<file path="src/rtl/rr_decoder_arbiter_pkg.sv">
// Shared sizes and FSM state encoding for the round-robin arbiter.
package rr_decoder_arbiter_pkg;
  localparam int NUM_REQ = 8;
  localparam int IDX_W   = 3;

  typedef enum logic {
    IDLE  = 1'b0,
    GRANT = 1'b1
  } state_e;
endpackage

</file>
<file path="src/rtl/decoder.sv">
// 3-to-8 one-hot decoder; purely combinational, no flow control.
module decoder (
  input  logic [2:0] sel_i,
  output logic [7:0] dec_o
);
  assign dec_o = 8'b0000_0001 << sel_i;
endmodule

</file>
<file path="src/rtl/rr_decoder_arbiter_pick.sv">
// Round-robin pick: first set request after ptr (mod 8); combinational, zero latency.
module rr_pick
  import rr_decoder_arbiter_pkg::*;
(
  input  logic [NUM_REQ-1:0] req_i,
  input  logic [IDX_W-1:0]   ptr_i,
  output logic [IDX_W-1:0]   pick_o,
  output logic               any_o
);
  logic [IDX_W-1:0]   start;
  logic [IDX_W-1:0]   off;
  logic [NUM_REQ-1:0] rot;

  assign start = ptr_i + 1'b1;

  // rot[0] is the highest-priority requester (ptr+1); index arithmetic wraps at 3 bits
  always_comb begin
    rot = '0;
    for (int i = 0; i < NUM_REQ; i++) begin
      rot[i] = req_i[start + IDX_W'(i)];
    end
  end

  always_comb begin
    off = '0;
    for (int i = NUM_REQ - 1; i >= 0; i--) begin
      if (rot[i]) off = IDX_W'(i);
    end
  end

  assign pick_o = start + off;
  assign any_o  = |req_i;
endmodule

</file>
<file path="src/rtl/rr_decoder_arbiter.sv">
// 8-way round-robin arbiter with hold limit; grant appears 1 cycle after request,
// one dead IDLE cycle after every release, non-owner requests ignored while granted.
module rr_decoder_arbiter
  import rr_decoder_arbiter_pkg::*;
#(
  parameter int MAX_HOLD = 16,
  parameter int HOLD_W   = 5
) (
  input  logic               clk,
  input  logic               rst_n,
  input  logic [NUM_REQ-1:0] req,
  output logic [NUM_REQ-1:0] gnt,
  output logic [IDX_W-1:0]   gnt_idx,
  output logic               gnt_valid,
  output logic               timeout
);
  localparam logic [HOLD_W-1:0] HOLD_LIM = HOLD_W'(MAX_HOLD);

  state_e             state_q;
  logic [IDX_W-1:0]   ptr_q;
  logic [IDX_W-1:0]   idx_q;
  logic [HOLD_W-1:0]  hold_q;
  logic [HOLD_W-1:0]  hold_d;
  logic               timeout_q;
  logic [IDX_W-1:0]   pick;
  logic               any;
  logic               hold_at_limit;
  logic [NUM_REQ-1:0] dec;

  rr_pick u_pick (
    .req_i  (req),
    .ptr_i  (ptr_q),
    .pick_o (pick),
    .any_o  (any)
  );

  // Saturate rather than wrap so an unlimited hold never aliases back to a small count
  assign hold_d        = (hold_q == '1) ? hold_q : hold_q + 1'b1;
  assign hold_at_limit = (MAX_HOLD != 0) && (hold_q == HOLD_LIM);

  always_ff @(posedge clk) begin
    if (!rst_n) begin
      state_q   <= IDLE;
      ptr_q     <= IDX_W'(NUM_REQ - 1);
      idx_q     <= '0;
      hold_q    <= '0;
      timeout_q <= 1'b0;
    end else begin
      timeout_q <= 1'b0;
      case (state_q)
        IDLE: begin
          if (any) begin
            state_q <= GRANT;
            idx_q   <= pick;
            ptr_q   <= pick;
            hold_q  <= HOLD_W'(1);
          end
        end
        GRANT: begin
          // Owner dropping req wins over the hold limit: normal release, no timeout
          if (!req[idx_q]) begin
            state_q <= IDLE;
          end else if (hold_at_limit) begin
            state_q   <= IDLE;
            timeout_q <= 1'b1;
          end else begin
            hold_q <= hold_d;
          end
        end
      endcase
    end
  end

  decoder u_dec (
    .sel_i (idx_q),
    .dec_o (dec)
  );

  assign gnt_valid = (state_q == GRANT);
  assign gnt_idx   = idx_q;
  assign gnt       = dec & {NUM_REQ{gnt_valid}};
  assign timeout   = timeout_q;
endmodule

</file>
<file path="config.mk">
export PLATFORM = sky130hd
export DESIGN_NAME = rr_decoder_arbiter
export DESIGN_NICKNAME = d
export VERILOG_FILES = /design/src/rtl/rr_decoder_arbiter_pkg.sv /design/src/rtl/decoder.sv /design/src/rtl/rr_decoder_arbiter_pick.sv /design/src/rtl/rr_decoder_arbiter.sv
export SDC_FILE = /design/constraint.sdc
export NUM_CORES = 1
export LEC_CHECK = 0
export ABC_AREA = 1
export CAP_MARGIN = 10
export CORE_UTILIZATION = 55
export CTS_CLUSTER_SIZE = 20
export DETAILED_ROUTE_END_ITERATION = 10
export MAX_ROUTING_LAYER = met4
export PLACE_DENSITY = 0.92
export SLEW_MARGIN = 5
export SYNTH_ARGS = -nofsm -noshare
export SYNTH_HDL_FRONTEND = slang
export SYNTH_SLANG_ARGS = --single-unit
</file>
<file path="constraint.sdc">
create_clock -name clk -period 6.5 [get_ports clk]
set_input_delay 0.65 -clock clk [delete_from_list [all_inputs] [get_ports clk]]
set_output_delay 0.65 -clock clk [all_outputs]
set_load 0.05 [all_outputs]
</file>
Word level (Yosys, flattened, before mapping)

Cells that the tools add are included.

Register bits: 13
Input port bits: 10

$add $sub $neg: 10
Magnitude comparators: 9
Eq/ne operators: 6
Shift-type cells: 1
Muxes and demuxes: 36
Bitwise gates (word level): 2
Reduce and logical (&&, ||, !) cells: 4

Operators by type and width:

| operator                                                             | number |
|---|---|
| 3-bit by 4-bit < comparator with 1-bit output, second input constant | 9 |
| 1-bit binary-select mux with 3-bit select                            | 9 |
| 3-bit two-way mux                                                    | 8 |
| 5-bit two-way mux                                                    | 4 |
| 1-bit two-way mux                                                    | 13 |
| 3-bit adder, second input constant                                   | 4 |
| 5-bit equality test, second input constant                           | 2 |
| 5-bit case mux with 2 select lines                                   | 1 |
| 8-bit bitwise AND                                                    | 1 |
| 8-bit OR reduction                                                   | 1 |
| 1-bit by 3-bit left shift with 8-bit output, first input constant    | 1 |
| 3-bit by 1-bit adder with 3-bit output, second input constant        | 2 |
| 3-bit by 2-bit adder with 3-bit output, second input constant        | 2 |
| 2-bit != test, second input constant                                 | 3 |
| 5-bit by 1-bit adder with 5-bit output, second input constant        | 1 |
| 4-bit AND reduction                                                  | 1 |
| 3-bit adder                                                          | 1 |
| 3-bit AND reduction                                                  | 1 |
| 2-bit by 1-bit != test with 1-bit output, second input constant      | 1 |
| 1-bit case mux with 2 select lines                                   | 1 |
| 2-bit AND reduction                                                  | 1 |
| 1-bit inverter                                                       | 1 |

Depth between registers and ports, before layout

Word-level depth: 13
Depth in mapped cells: 25
Mapped depth without buffers: 23

Hierarchy

A second synthesis with hierarchy kept.

Cell total of the unflattened synthesis: 270
Area total of the unflattened synthesis: 1,539.0 sq um

By module, submodules not included:

| module             | instances | cells each | area an instance (sq um) |
|---|---|---|---|
| rr_decoder_arbiter | 1         | 115        | 757.0 |
| rr_pick            | 1         | 140        | 725.7 |
| decoder            | 1         | 15         | 56.3 |

Worst setup path before layout

OpenSTA, ideal clock, no wires.

Path kind: register to register
Start point: register ptr_q[0]
End point: register idx_q[2] (netlist: gnt_idx[2])
Library setup time: 0.066 ns
Arrival: 3.129 ns
Slack: 3.305 ns
Stages on the path, launching flop included: 26
Path buffers: 2
Clock period less this slack: 3.195 ns
Cells stage by stage: dfxtp_1 inv_2 buf_6 ha_1 buf_2 inv_2 nand2_1 nand2_1 nand2_1 nand2_1 nand2_1 nand2_1 inv_1 o21bai_1 nand2_1 nand2_1 nand2_1 a21boi_1 ha_1 inv_1 fa_1 xor2_1 inv_1 nand3_1 nand3_2 a21oi_2

Word-level cells in the longest chain between the ends: 13
Elaborated cells on any way between the ends: 33

RTL lines:

| item                                       | RTL line                      | RTL |
|---|---|---|
| from (decl)                                | rr_decoder_arbiter.sv:20      | `logic [IDX_W-1:0] ptr_q;` |
| from (signal assigned)                     | rr_decoder_arbiter.sv:44      | `ptr_q <= IDX_W'(NUM_REQ - 1);` |
| from (signal assigned)                     | rr_decoder_arbiter.sv:55      | `ptr_q <= pick;` |
| 3-bit by 1-bit adder with 3-bit output (*) | rr_decoder_arbiter_pick.sv:14 | `assign start = ptr_i + 1'b1;` |
| 3-bit adder                                | rr_decoder_arbiter_pick.sv:20 | `rot[i] = req_i[start + IDX_W'(i)];` |
| 1-bit binary-select mux with 3-bit select  | rr_decoder_arbiter_pick.sv:20 |  |
| 1-bit two-way mux (not written as such)    | rr_decoder_arbiter_pick.sv:20 |  |
| 3-bit two-way mux (8 in a row)             | rr_decoder_arbiter_pick.sv:27 | `if (rot[i]) off = IDX_W'(i);` |
| 3-bit adder (*)                            | rr_decoder_arbiter_pick.sv:31 | `assign pick_o = start + off;` |
| to (signal assigned)                       | rr_decoder_arbiter.sv:54      | `idx_q <= pick;` |
| to (decl)                                  | rr_decoder_arbiter.sv:21      | `logic [IDX_W-1:0] idx_q;` |

Every way passes the cells marked *; elsewhere a longest branch is shown, timed or not. The select of a mux whose other input is x is not followed.
A chain may end at the register's enable or synchronous reset.

Worst setup path in the final report

Ends and elaborated chain as after synthesis.

==> impl_results.md <==
- Vias per cell: 5.16
- RSZ-0062 raised after global routing: no
- Placed insts: 301
- #FFs+latches synth: 13
- Number of global-route vias before repair: around 1400
- Grt ovf: 0
- Pwr dens: around 500 mW/mm^2
- Final setup vio count: 0
- Rel. slew slack: around 66%
- Hold Vio Cnt, Final: 0
- P&R area growth vs syn: 18.8%
- Seq/Total Area, Yosys: 19.0%
- I/O pin count: 23
- Slew Limit Fails: 0
- Largest fanout on the critical path: 17
- Critical path type: register to register
- Post-CTS sizing: 0
- Post-synth top area cell: nand2_1
- Final cell count without fillers: 305
- Crit path launch type: register
- Crit. End Element: register
- Die height: 52.0 microns
- Clock power share: under 10%
- Clock slew at reported path FFs: 70 ps
- Clk buf depth: 2
- Placement Rows: 17
- DIE WIDTH: 52.0 microns
- All-Layer GR Usage: 28.1%
- TNS Setup: 0 ps
- Share of cells above drive strength 1: 5.05%
- PortBufs: 22
- Post-synth net total: 271
- Nets@finish: 295
- YS warnings: 0
- Sw Ratio: 58.1%
- Dpl hpwl: between 2 and 3 mm
- Synth top area cells: nand2_1 (33%), dfxtp_1 (19%), inv_1 (7.7%)
- WL/cell: ~11 microns
- VDD IR max: roughly 0.00033 V
- DR vias: 1574
- Die Area: 0.00270 sq mm
- Pwr Total: around 0.00081 W
- Drt first pass iters: 4
- TritonCTS Buffers: 3
- Most frequent cells in the layout: nand2_1 (122), inv_1 (28), nor2_1 (23)
- Post-synth cell types: 31
- CTS root buffer: clkbuf_4
- Initial Util: 60.3%
- Avg Cell Area, Syn: 5.40 sq um
- Final Skew: 1.84 ps
- # diodes: 0
- Fmax: 263 MHz
- Hold slack: 520 ps
- First-pass GRT wire length: ~5.6 mm
- Seq pwr share: around 16%
- Core area: between 0.002 and 0.0025 sq mm
- Final WL: 3.29 mm
- Post-layout minimum cycle time: 3800 ps
- NetSw: 0.000473 W
- Status: complete, no violations
- Initial DRC Count: 40
- Worst-Margin Slew: 503 ps
- Mapped cell area: 0.00137 sq mm
- CTS tree: built
- Req. time, crit path: between 6000 and 7000 ps
- Arr. time, crit path: 4020 ps
- Initial antenna violation count: 0
- Worst skew pair latency: 280 ps
- P_int: approximately 0.00034 W
- Post-route ant nets: 0
- DRC Markers: 0
- Hold Path Class: register to register
- Most common cell after layout, fill and taps aside: nand2_1
- Placer Congestion: ~0.87
- Max_cap viols: 0
- Fin crit share: 58.4%
- Yosys top cell area share: 33.4%
- Cts hold-fix bufs: 0
- Post-Synthesis Cells: 254
- Final core area utilization: 71.6%
- Comb pwr share: roughly 80%
- H-tree depth: 1
- Static Leakage: between 0.8 and 0.9 nW
- Post-CTS Setup Bufs: 0
- Largest net degree at the start of global routing: 18
- TritonCTS sink count: 13
==> final cells by class <==
cell class,instances,area (sq um)
tap,28,35.0
clock buffer,4,26.3
timing repair buffer,22,220
sequential,13,260
multi-input combinational,207,972
inverter,31,116
fill,210,646
==> synthesized netlist by cell type (all sizes together) <==
cell type  count
a21oi          8
ha             6
dfxtp         13
buf            3
nand3         21
xor2           2
nand4          2
inv           31
a22oi          1
o211ai         1
nand3b         2
nor2          25
nand2        124
fa             1
o21ai          3
nor3           2
o21bai         3
o22ai          2
nor3b          1
a21boi         1
o221ai         1
or2            1
==> sequential cells by signal, summed over array words and instances, names as in the netlist <==
name and flops:
hold_q 5, gnt_idx 3, ptr_q 3, gnt_valid 1
timeout 1
==> cells by family after synthesis <==
group	Yosys count	share of synthesized area [%]
AO/OA/AOI/OAI	20	9.39
AND/OR/NAND/NOR	178	53.2
buffers and inverters	34	10.2
XOR/XNOR	2	1.28
flip-flops	13	19.0
adder cells (fa/ha/maj)	7	6.93
==> per-layer routing <==
layer | global-route usage (%) | routed length (microns) | vias up | share of wire (%)
met1 | 35.0 | 1590 | 688 | 48
met4 | 7.21 | 26 | 0 | 0.79
met5 | - | 0 | - | 0
met2 | 46.4 | 1510 | 41 | 46
met3 | 5.26 | 163 | 5 | 5.0
li1 | - | - | 840 | -
==> critical path, stage by stage, from the launching register on <==
cell	delay, ps
dfxtp_1	630
inv_2	240
ha_1	490
inv_2	180
nand2_1	60
nand2_1	170
nand2_1	100
nand2_1	80
nand2_1	50
nand2_1	100
inv_1	40
o21bai_1	120
nand2_1	60
nand2_1	50
nand2_1	40
a21boi_1	140
ha_1	160
inv_1	40
fa_1	380
xor2_1	200
inv_1	60
nand3_1	90
nand3_2	100
a21oi_2	120
==> path summary, 6_finish.rpt <==
check	startpoint	endpoint	slack, ps	cells after the start
setup / recovery	ptr_q[0]$_SDFFE_PN1P_	gnt_idx[2]$_SDFFE_PN0P_	2700	23
hold / removal	hold_q[1]$_SDFFE_PN0P_	hold_q[1]$_SDFFE_PN0P_	520	2
setup reg to reg	ptr_q[0]$_SDFFE_PN1P_	gnt_idx[2]$_SDFFE_PN0P_	2700	23
hold reg to reg	hold_q[1]$_SDFFE_PN0P_	hold_q[1]$_SDFFE_PN0P_	520	2
==> power groups by stage <==
stage               combinational (W)  sequential [W]  clock [W]
global route                 0.000723        0.000132  0.0000556
finish                       0.000637        0.000128  0.0000498
detailed placement           0.000627        0.000129          0
global placement             0.000618        0.000128          0
floorplan                    0.000499        0.000140          0
CTS                          0.000632        0.000127  0.0000508
==> per-stage QoR <==
step,setup slack [ps],area (sq um)
2_1_floorplan,3300,1370
3_3_place_gp,2860,1600
5_1_grt,2240,1630
4_1_cts,2740,1630
6_report,2700,1630
3_5_place_dp,2780,1600
Note: power is estimated with default switching activity, not from simulation.
